--- config.mk ---
export PLATFORM = sky130hd
export DESIGN_NAME = alu_arbiter_flat
export DESIGN_NICKNAME = d
export VERILOG_FILES = /design/src/rtl/alu_arbiter_if.sv /design/src/rtl/alu_arbiter.sv /design/src/flat_wrapper.sv
export SDC_FILE = /design/constraint.sdc
export NUM_CORES = 1
export LEC_CHECK = 0
export CAP_MARGIN = 5
export CELL_PAD_IN_SITES_DETAIL_PLACEMENT = 1
export CELL_PAD_IN_SITES_GLOBAL_PLACEMENT = 2
export CORE_MARGIN = 4
export CORE_UTILIZATION = 11
export DETAILED_ROUTE_END_ITERATION = 6
export GPL_TIMING_DRIVEN = 1
export PLACE_DENSITY_LB_ADDON = 0.2
export RECOVER_POWER = 50
export SLEW_MARGIN = 0
export SYNTH_ARGS = -nofsm -noshare
export SYNTH_HDL_FRONTEND = slang
export SYNTH_SLANG_ARGS = --single-unit
--- constraint.sdc ---
create_clock -name i_clk -period 3.6 [get_ports i_clk]
set_input_delay 0.9 -clock i_clk [delete_from_list [all_inputs] [get_ports i_clk]]
set_output_delay 0.9 -clock i_clk [all_outputs]
set_load 0.03 [all_outputs]
--- src/rtl/alu_arbiter_if.sv ---
// Bundle of the two requester ports, the shared ALU port and the ownership signals.
// The arbiter takes the slave view; the requesters/ALU side takes the master view.
interface alu_arbiter_if;
    logic [1:0]       i_lock;
    logic [1:0]       o_grant;
    logic [1:0]       o_preempt;

    logic [1:0][1:0]  i_req_input_op;
    logic [1:0]       i_req_data_valid;
    logic [1:0][31:0] i_req_data;
    logic [1:0][1:0]  i_req_output_op;
    logic [1:0]       i_req_result_empty;
    logic [1:0]       o_req_result_valid;
    logic [31:0]      o_req_result;
    logic [4:0]       o_req_result_flags;

    logic [1:0]       o_alu_input_op;
    logic             o_alu_data_valid;
    logic [31:0]      o_alu_data;
    logic [1:0]       o_alu_output_op;
    logic             o_alu_result_empty;
    logic             i_alu_result_valid;
    logic [31:0]      i_alu_result;
    logic [4:0]       i_alu_result_flags;

    modport slave (
        input  i_lock, i_req_input_op, i_req_data_valid, i_req_data, i_req_output_op,
               i_req_result_empty, i_alu_result_valid, i_alu_result, i_alu_result_flags,
        output o_grant, o_preempt, o_req_result_valid, o_req_result, o_req_result_flags,
               o_alu_input_op, o_alu_data_valid, o_alu_data, o_alu_output_op,
               o_alu_result_empty
    );

    modport master (
        output i_lock, i_req_input_op, i_req_data_valid, i_req_data, i_req_output_op,
               i_req_result_empty, i_alu_result_valid, i_alu_result, i_alu_result_flags,
        input  o_grant, o_preempt, o_req_result_valid, o_req_result, o_req_result_flags,
               o_alu_input_op, o_alu_data_valid, o_alu_data, o_alu_output_op,
               o_alu_result_empty
    );
endinterface

--- src/rtl/alu_arbiter.sv ---
// Round-robin ownership arbiter sharing one ALU between two requesters, with result
// draining on release and hold-timeout preemption. Only state is registered.
module alu_arbiter #(
    parameter int unsigned HOLD_MAX = 16
) (
    input  logic           i_clk,
    input  logic           i_rst_n,
    alu_arbiter_if.slave   bus
);
    localparam int unsigned     CntW      = (HOLD_MAX == 0) ? 1 : $clog2(HOLD_MAX + 1);
    localparam logic [CntW-1:0] CntMax    = CntW'(HOLD_MAX);
    localparam bit              PreemptEn = (HOLD_MAX != 0);

    typedef enum logic [1:0] {StIdle, StOwn0, StOwn1, StDrain} state_e;

    state_e          state_q, state_d;
    logic            last_q, last_d;
    logic [CntW-1:0] cnt_q, cnt_d;
    logic [1:0]      preempt_q, preempt_d;

    logic owner;
    logic owning;
    logic pick;
    logic hold_hit;

    assign owner    = (state_q == StOwn1);
    assign owning   = (state_q == StOwn0) || (state_q == StOwn1);
    assign hold_hit = PreemptEn && (cnt_q == CntMax) && (&bus.i_lock);

    always_comb begin
        state_d   = state_q;
        last_d    = last_q;
        cnt_d     = cnt_q;
        preempt_d = '0;
        pick      = 1'b0;
        unique case (state_q)
            StIdle: begin
                if (|bus.i_lock) begin
                    // On a tie the requester that did not own last time wins.
                    pick    = (&bus.i_lock) ? ~last_q : bus.i_lock[1];
                    state_d = pick ? StOwn1 : StOwn0;
                    last_d  = pick;
                    cnt_d   = '0;
                end
            end
            StOwn0, StOwn1: begin
                if (cnt_q != CntMax) cnt_d = cnt_q + CntW'(1);
                if (!bus.i_lock[owner] || hold_hit) begin
                    state_d = bus.i_alu_result_valid ? StDrain : StIdle;
                    // A lock drop wins over the timeout, so no pulse on release.
                    preempt_d[owner] = bus.i_lock[owner];
                end
            end
            StDrain: begin
                if (!bus.i_alu_result_valid) state_d = StIdle;
            end
            default: state_d = StIdle;
        endcase
    end

    always_ff @(posedge i_clk) begin
        if (!i_rst_n) begin
            state_q   <= StIdle;
            last_q    <= 1'b1;
            cnt_q     <= '0;
            preempt_q <= '0;
        end else begin
            state_q   <= state_d;
            last_q    <= last_d;
            cnt_q     <= cnt_d;
            preempt_q <= preempt_d;
        end
    end

    always_comb begin
        bus.o_grant            = {state_q == StOwn1, state_q == StOwn0};
        bus.o_preempt          = preempt_q;
        bus.o_req_result       = bus.i_alu_result;
        bus.o_req_result_flags = bus.i_alu_result_flags;
        bus.o_req_result_valid = '0;
        bus.o_alu_input_op     = '0;
        bus.o_alu_data_valid   = 1'b0;
        bus.o_alu_data         = '0;
        bus.o_alu_output_op    = '0;
        bus.o_alu_result_empty = 1'b0;
        if (owning) begin
            bus.o_alu_input_op            = bus.i_req_input_op[owner];
            bus.o_alu_data_valid          = bus.i_req_data_valid[owner];
            bus.o_alu_data                = bus.i_req_data[owner];
            bus.o_alu_output_op           = bus.i_req_output_op[owner];
            bus.o_alu_result_empty        = bus.i_req_result_empty[owner];
            bus.o_req_result_valid[owner] = bus.i_alu_result_valid;
        end else if (state_q == StDrain) begin
            // Pop and discard whatever result the departed owner left behind.
            bus.o_alu_result_empty = 1'b1;
        end
    end
endmodule

--- src/flat_wrapper.sv ---
// flat-port wrapper written by rule: the top's interface ports become plain ports
module alu_arbiter_flat 
#(
    parameter int unsigned HOLD_MAX = 16
)
  (i_clk, i_rst_n, bus_i_lock, bus_i_req_input_op, bus_i_req_data_valid, bus_i_req_data, bus_i_req_output_op, bus_i_req_result_empty, bus_i_alu_result_valid, bus_i_alu_result, bus_i_alu_result_flags, bus_o_grant, bus_o_preempt, bus_o_req_result_valid, bus_o_req_result, bus_o_req_result_flags, bus_o_alu_input_op, bus_o_alu_data_valid, bus_o_alu_data, bus_o_alu_output_op, bus_o_alu_result_empty);
  alu_arbiter_if bus_i ();
  input  logic i_clk;
  input  logic i_rst_n;
  input wire logic [$bits(bus_i.i_lock)-1:0] bus_i_lock;
  input wire logic [$bits(bus_i.i_req_input_op)-1:0] bus_i_req_input_op;
  input wire logic [$bits(bus_i.i_req_data_valid)-1:0] bus_i_req_data_valid;
  input wire logic [$bits(bus_i.i_req_data)-1:0] bus_i_req_data;
  input wire logic [$bits(bus_i.i_req_output_op)-1:0] bus_i_req_output_op;
  input wire logic [$bits(bus_i.i_req_result_empty)-1:0] bus_i_req_result_empty;
  input wire logic [$bits(bus_i.i_alu_result_valid)-1:0] bus_i_alu_result_valid;
  input wire logic [$bits(bus_i.i_alu_result)-1:0] bus_i_alu_result;
  input wire logic [$bits(bus_i.i_alu_result_flags)-1:0] bus_i_alu_result_flags;
  output wire logic [$bits(bus_i.o_grant)-1:0] bus_o_grant;
  output wire logic [$bits(bus_i.o_preempt)-1:0] bus_o_preempt;
  output wire logic [$bits(bus_i.o_req_result_valid)-1:0] bus_o_req_result_valid;
  output wire logic [$bits(bus_i.o_req_result)-1:0] bus_o_req_result;
  output wire logic [$bits(bus_i.o_req_result_flags)-1:0] bus_o_req_result_flags;
  output wire logic [$bits(bus_i.o_alu_input_op)-1:0] bus_o_alu_input_op;
  output wire logic [$bits(bus_i.o_alu_data_valid)-1:0] bus_o_alu_data_valid;
  output wire logic [$bits(bus_i.o_alu_data)-1:0] bus_o_alu_data;
  output wire logic [$bits(bus_i.o_alu_output_op)-1:0] bus_o_alu_output_op;
  output wire logic [$bits(bus_i.o_alu_result_empty)-1:0] bus_o_alu_result_empty;
  assign bus_i.i_lock = bus_i_lock;
  assign bus_i.i_req_input_op = bus_i_req_input_op;
  assign bus_i.i_req_data_valid = bus_i_req_data_valid;
  assign bus_i.i_req_data = bus_i_req_data;
  assign bus_i.i_req_output_op = bus_i_req_output_op;
  assign bus_i.i_req_result_empty = bus_i_req_result_empty;
  assign bus_i.i_alu_result_valid = bus_i_alu_result_valid;
  assign bus_i.i_alu_result = bus_i_alu_result;
  assign bus_i.i_alu_result_flags = bus_i_alu_result_flags;
  assign bus_o_grant = bus_i.o_grant;
  assign bus_o_preempt = bus_i.o_preempt;
  assign bus_o_req_result_valid = bus_i.o_req_result_valid;
  assign bus_o_req_result = bus_i.o_req_result;
  assign bus_o_req_result_flags = bus_i.o_req_result_flags;
  assign bus_o_alu_input_op = bus_i.o_alu_input_op;
  assign bus_o_alu_data_valid = bus_i.o_alu_data_valid;
  assign bus_o_alu_data = bus_i.o_alu_data;
  assign bus_o_alu_output_op = bus_i.o_alu_output_op;
  assign bus_o_alu_result_empty = bus_i.o_alu_result_empty;
  alu_arbiter #(.HOLD_MAX(HOLD_MAX)) u_core (.i_clk(i_clk), .i_rst_n(i_rst_n), .bus(bus_i));
endmodule
Word level (Yosys, flattened, before mapping)
Cells that the tools add are included.
Widths: inputs -> output; s select.

word-level totals
  input port bits = 118
  output and inout port bits = 81
  flip-flop bits (word level) = 10
  word-level logic and storage cells = 64

cells by class
  magnitude comparators = 2
  eq/ne operators = 9
  bitwise logic cells = 3
  add/subtract/negate cells = 1
  reductions and logical operators = 14
  muxes and demuxes = 31

operators with widths
  operator             number
  $mux 32              3
  $mux 2               12
  $mux 1               11
  $mux 5               2
  $pmux 5 s2           1
  $reduce_and 3->1     3
  $ne 2x1->1 const B   3
  $pmux 2 s3           1
  $add 5x1->5 const B  1
  $eq 5x5->1 const B   1
  $ne 5x5->1 const B   1
  $and 2x2->2          2
  $eq 2x2->1 const B   2
  $reduce_and 2->1     2
  $reduce_or 2->1      2
  $eq 2x1->1 const B   1
  $logic_and 1x1->1    2
  $logic_not 2->1      1
  $logic_or 1x1->1     2
  $lt 1x2->1 const B   1
  $ne 2x2->1 const B   1
  $reduce_bool 2->1    1
  $demux 1 s1          1
  $ge 1x1->1 const B   1
  2 further kinds      2

Longest topological paths before layout
Gate-level depths: netlist of the first run.

  depth in word-level cells = 7
  depth in mapped cells = 8
  gate-level depth less buffers = 6

Worst setup path after synthesis of the first run
OpenSTA, ideal clock, no wires.

  path kind = register to output
  start point = reg u_core.state_q[0]
  end point = out bus_o_alu_data[12]
  slack = 0.812 ns
  data arrival time = 1.888 ns
  cell stages (with the launch flop) = 8
  required time = 2.700 ns
  cell sequence = dfxtp_1 -> inv_1 -> ha_1 -> clkbuf_1 -> inv_2 -> clkbuf_1 -> buf_2 -> nor2_1

on the way
  word-level cells in the longest chain between the ends = 4

RTL lines
  item                                        line                                  source
  start: declaration                          alu_arbiter.sv:16                     state_e state_q, state_d;
  start signal: assignment                    alu_arbiter.sv:63                     state_q <= StIdle;
  start signal: assignment                    alu_arbiter.sv:68                     state_q <= state_d;
  $eq 2x2->1                                  alu_arbiter.sv:26, alu_arbiter.sv:27
  $mux 32 (implied by the code) (2 in a row)  alu_arbiter.sv:89                     bus.o_alu_data = bus.i_req_data[owner];
  $mux 32 *                                   alu_arbiter.sv:86                     if (owning) begin
  end: declaration                            flat_wrapper.sv:26                    output wire logic [$bits(bus_i.o_alu_data)-1:0] bus_o_alu_data;

Mark *: on every way between the ends. The rest lies on a longest branch, timed or not. The select of a mux whose other input is x is not followed.

Worst setup path in the final report of the first run
  start point = reg u_core.state_q[0]
  end point = out bus_o_alu_data[17]

The elaborated chain is that of the path after synthesis.

==> results of run 1 <==
## worst paths after layout
path,start,endpoint,slack (ps),cells past startpoint
max,u_core.state_q[0],bus_o_alu_data[17],240,6
min,u_core.cnt_q[1],u_core.cnt_q[1],500,2
max reg2reg,u_core.state_q[0],u_core.state_q[0],1200,7
min reg2reg,u_core.cnt_q[1],u_core.cnt_q[1],500,2
## area by class of cell
| type | count | area, µm² |
|---|---|---|
| Fill cell | 1579 | 10500 |
| Timing Repair Buffer | 130 | 1310 |
| Clock buffer | 4 | 88.8 |
| Sequential cell | 10 | 200 |
| Tap cell | 176 | 220 |
| Inverter | 8 | 30.0 |
| Multi-Input combinational cell | 129 | 916 |
## power breakdown
part	switching (mW)	leakage, nW	internal (mW)
combinational	1.07	0.875	0.788
clock	0.0558	0.0442	0.167
sequential	0.0244	0.0814	0.132
total	1.15	1.00	1.09
## critical path, stage by stage (launching register included)
cell and delay, ps:
dfxtp_1 340, inv_1 150, ha_2 540, buf_4 290, mux2i_1 90, nor2_1 110
clkdlybuf4s50_1 680
## through the flow
step                power [mW]  hold slack, ps  cell area [µm²]   util  setup WS, ps
finish                    2.24             499             2770  0.209           244
global route              2.38             544             2770  0.209          88.0
CTS                       2.29             504             2780  0.210           211
detailed placement        2.06             498             2690  0.203           336
global placement          2.06             494             2690  0.203           302
floorplan                 1.33             463             1490      -           812
## logic make-up after synthesis
logic type,count (synthesis)
AND/OR/NAND/NOR,62
buffers and inverters,56
multiplexers,41
AO/OA/AOI/OAI,15
flip-flops,10
adder cells (fa/ha/maj),8
XOR/XNOR,3
## synthesized netlist by cell type (all sizes together)
cell | number | area [µm²]
a21oi | 6 | 30.0
dfxtp | 10 | 200
a211o | 2 | 17.5
o311a | 1 | 10.0
mux2i | 40 | 400
clkinv | 1 | 3.75
o21ai | 1 | 5.00
a21o | 1 | 7.51
nand3 | 2 | 10.0
a211oi | 1 | 12.5
and4bb | 1 | 12.5
nand2 | 5 | 18.8
nor3b | 1 | 12.5
mux2 | 1 | 15.0
and3 | 2 | 12.5
nor2 | 47 | 176
buf | 43 | 317
o31ai | 1 | 7.51
ha | 8 | 100
nor4 | 2 | 12.5
o41ai | 1 | 8.76
xnor2 | 3 | 26.3
and2 | 1 | 6.26
a2111oi | 1 | 15.0
nand2b | 1 | 6.26
clkbuf | 5 | 18.8
inv | 7 | 26.3
## layout by cell type, fill, tap and decap left out, types with 2 or more instances in the layout
| cell | netlist | final |
|---|---|---|
| a211o_1 | 2 | 2 |
| a21oi_1 | 6 | 6 |
| and3_1 | 2 | 2 |
| buf_12 | 0 | 2 |
| buf_4 | 38 | 4 |
| clkbuf_16 | 0 | 3 |
| clkdlybuf4s50_1 | 0 | 121 |
| dfxtp_1 | 10 | 10 |
| dlygate4sd3_1 | 0 | 3 |
| ha_1 | 8 | 7 |
| inv_1 | 6 | 6 |
| mux2i_1 | 40 | 40 |
| nand2_1 | 5 | 5 |
| nand3_1 | 2 | 2 |
| nor2_1 | 47 | 47 |
| nor4_1 | 2 | 2 |
| xnor2_1 | 3 | 3 |
## routing by layer
layer | global-route usage | share of wire | vias up
li1 | - | - | 781
met1 | 0.102 | 0.45 | 739
met2 | 0.137 | 0.47 | 87
met3 | 0.0270 | 0.065 | 8
met4 | 0.0129 | 0.012 | 0
met5 | 0 | 0 | -
## state kept, by name (all words and copies together), names as in the netlist
| register | flops |
|---|---|
| u_core.cnt_q | 5 |
| u_core.state_q | 2 |
| u_core.bus.o_preempt | 2 |
| u_core.last_q | 1 |
==> results, run 1 <==
- The flow ran to the end, and the final reports show no timing, DRC or antenna violations.
- The static leakage is 1.00 nW.
- The Yosys step of the flow raised 0 warnings.
- The multiplexer share of the synthesized area is 0.279.
- TritonCTS built the clock tree.
- The maximum vdd ir drop is 401 µV.
- The sequential fraction of the synthesis area is 0.134.
- Dividing the detail-routed via count by the number of cells gives 3.53.
- In this run the number of H-tree levels came out at 1.
- After floorplanning, the core was sized to cover 0.0132 mm².
- Setup violations remaining at the end of the flow were counted as 0.
- The die covers 0.0155 mm².
- In this run the tightest slew margin relative to its limit is 0.367.
- The total overflow left after global routing is 0.
- In the final timing run, aggregate negative setup slack is 0 ps.
- The cell row count is 42.
- The final estimated routing congestion in global placement is 0.727.
- The quantity of hold-fixing buffers added after cts is 0.
- The first TritonRoute pass finished after 4 iterations.
- Relative to the synthesized area, the layout overhead comes to 85.8%.
- The class of the most critical hold timing path is reg -> reg.
- The total number of vias is 1615.
- The synthesized-area fraction occupied by ao, oa, aoi and oai cells is 0.0765.
- The largest net degree at the start of global routing is 38.
- Yosys mapped the design onto 30 distinct sky130hd cell types.
- The number of nets in the layout is approximately 410.
- On the final layout, the worst clock skew is 4.49 ps.
- The xor/xnor cell area share of the yosys netlist is 0.0176.
- The worst setup path is captured at an output port.
- The cell count after synthesis came out at 195.
- Along the worst path, the maximum fanout reaches 15.
- The count of boundary I/O pins is 199.
- The synthesized design contains 10 register bits.
- The final hold violation count is 0.
- The clock latency at the later pin of the worst-skew pair is 240 ps.
- The HPWL after detailed placement is 5.49 mm.
- For this run, the top clock speed supported by timing is 298 MHz.
- The first routing iteration left between 40 and 50 violations.
- The launching element type of the critical path is a register.
- After detailed routing, the total wire length is 6.48 mm.
- The number of buffers inserted during clock tree synthesis is 3.
- The post-synthesis average cell area is about 7.6 µm².
- The number of global-route vias before repair is 1699.
- The critical path is of the reg -> out type.
- Setup repair after global routing left no endpoint under its margin.
- The overall global routing resource usage is 0.0809.
- The final critical path time including I/O delays and setup is 3360 ps.
- The critical path data required time is 2700 ps.
- The remaining antenna violation count after routing is 0.
- The wire length of the first global-routing pass is 10.2 mm.
- Of the available clock period, the critical path in the final layout requires 0.932.
- The initial antenna violation count is 0.
- The die is 124 µm wide.
- Counting every net in the synthesized netlist gives about 320.
- The mapped netlist covers 0.00149 mm².
- Data arrives at the worst endpoint at 2460 ps.
- The number of max-cap violations is 0.
- The pin slew with the least headroom to its limit is 948 ps.
- The number of placed instances, taps included is 453.
- The largest family of logic cells by synthesized area is multiplexers.
- From bottom edge to top edge, the die measures 124 µm.
- Of the total synthesized cell area, the portion taken by full adders, half adders and majority gates is 0.0672.
- The clock edge transition at the registers on the reported setup and hold paths is approximately 40 ps.
- The number of setup buffers added after CTS is 0.
- The max-slew violation count is 0.
- The count of antenna diodes in the layout is 0.
- Of the total synthesized cell area, the portion taken by AND, OR, NAND and NOR gates is 0.180.
- Clock tree synthesis found a total of 10 sinks.
- The finished layout holds 457 standard cells, fillers aside.
- The number of remaining DRC errors is 0.
- Dividing the detail-routed wire length by the instance count gives 14.2 µm.
- Dividing total power by cell area gives a power density of 809 mW/mm².
- Counting along the longest clock path gives a buffer depth of 2.
- The initial utilization of the core area, before any placement, comes to 0.112.
- Clock tree synthesis selected as its root buffer the cell clkbuf_16.
- Buffers placed on the I/O ports in this run total 124.
- Once the clock tree was built, the resizer swapped 0 gates to a different size.
- Of the cells placed in the final design, the portion with a size suffix greater than 1 is 0.0498.
Note: power is estimated with default switching activity, not from simulation.
==> inputs of run 2 (changes only) <==
--- a/config.mk
+++ b/config.mk
@@ -5,7 +5,7 @@
 export SDC_FILE = /design/constraint.sdc
 export NUM_CORES = 1
 export LEC_CHECK = 0
-export CAP_MARGIN = 5
+export CAP_MARGIN = 20
 export CELL_PAD_IN_SITES_DETAIL_PLACEMENT = 1
 export CELL_PAD_IN_SITES_GLOBAL_PLACEMENT = 2
 export CORE_MARGIN = 4
@@ -18,3 +18,4 @@
 export SYNTH_ARGS = -nofsm -noshare
 export SYNTH_HDL_FRONTEND = slang
 export SYNTH_SLANG_ARGS = --single-unit
+export TNS_END_PERCENT = 5
==> results of run 2 <==
No change in the layout: final DEF, timing and power equal those of run 1.
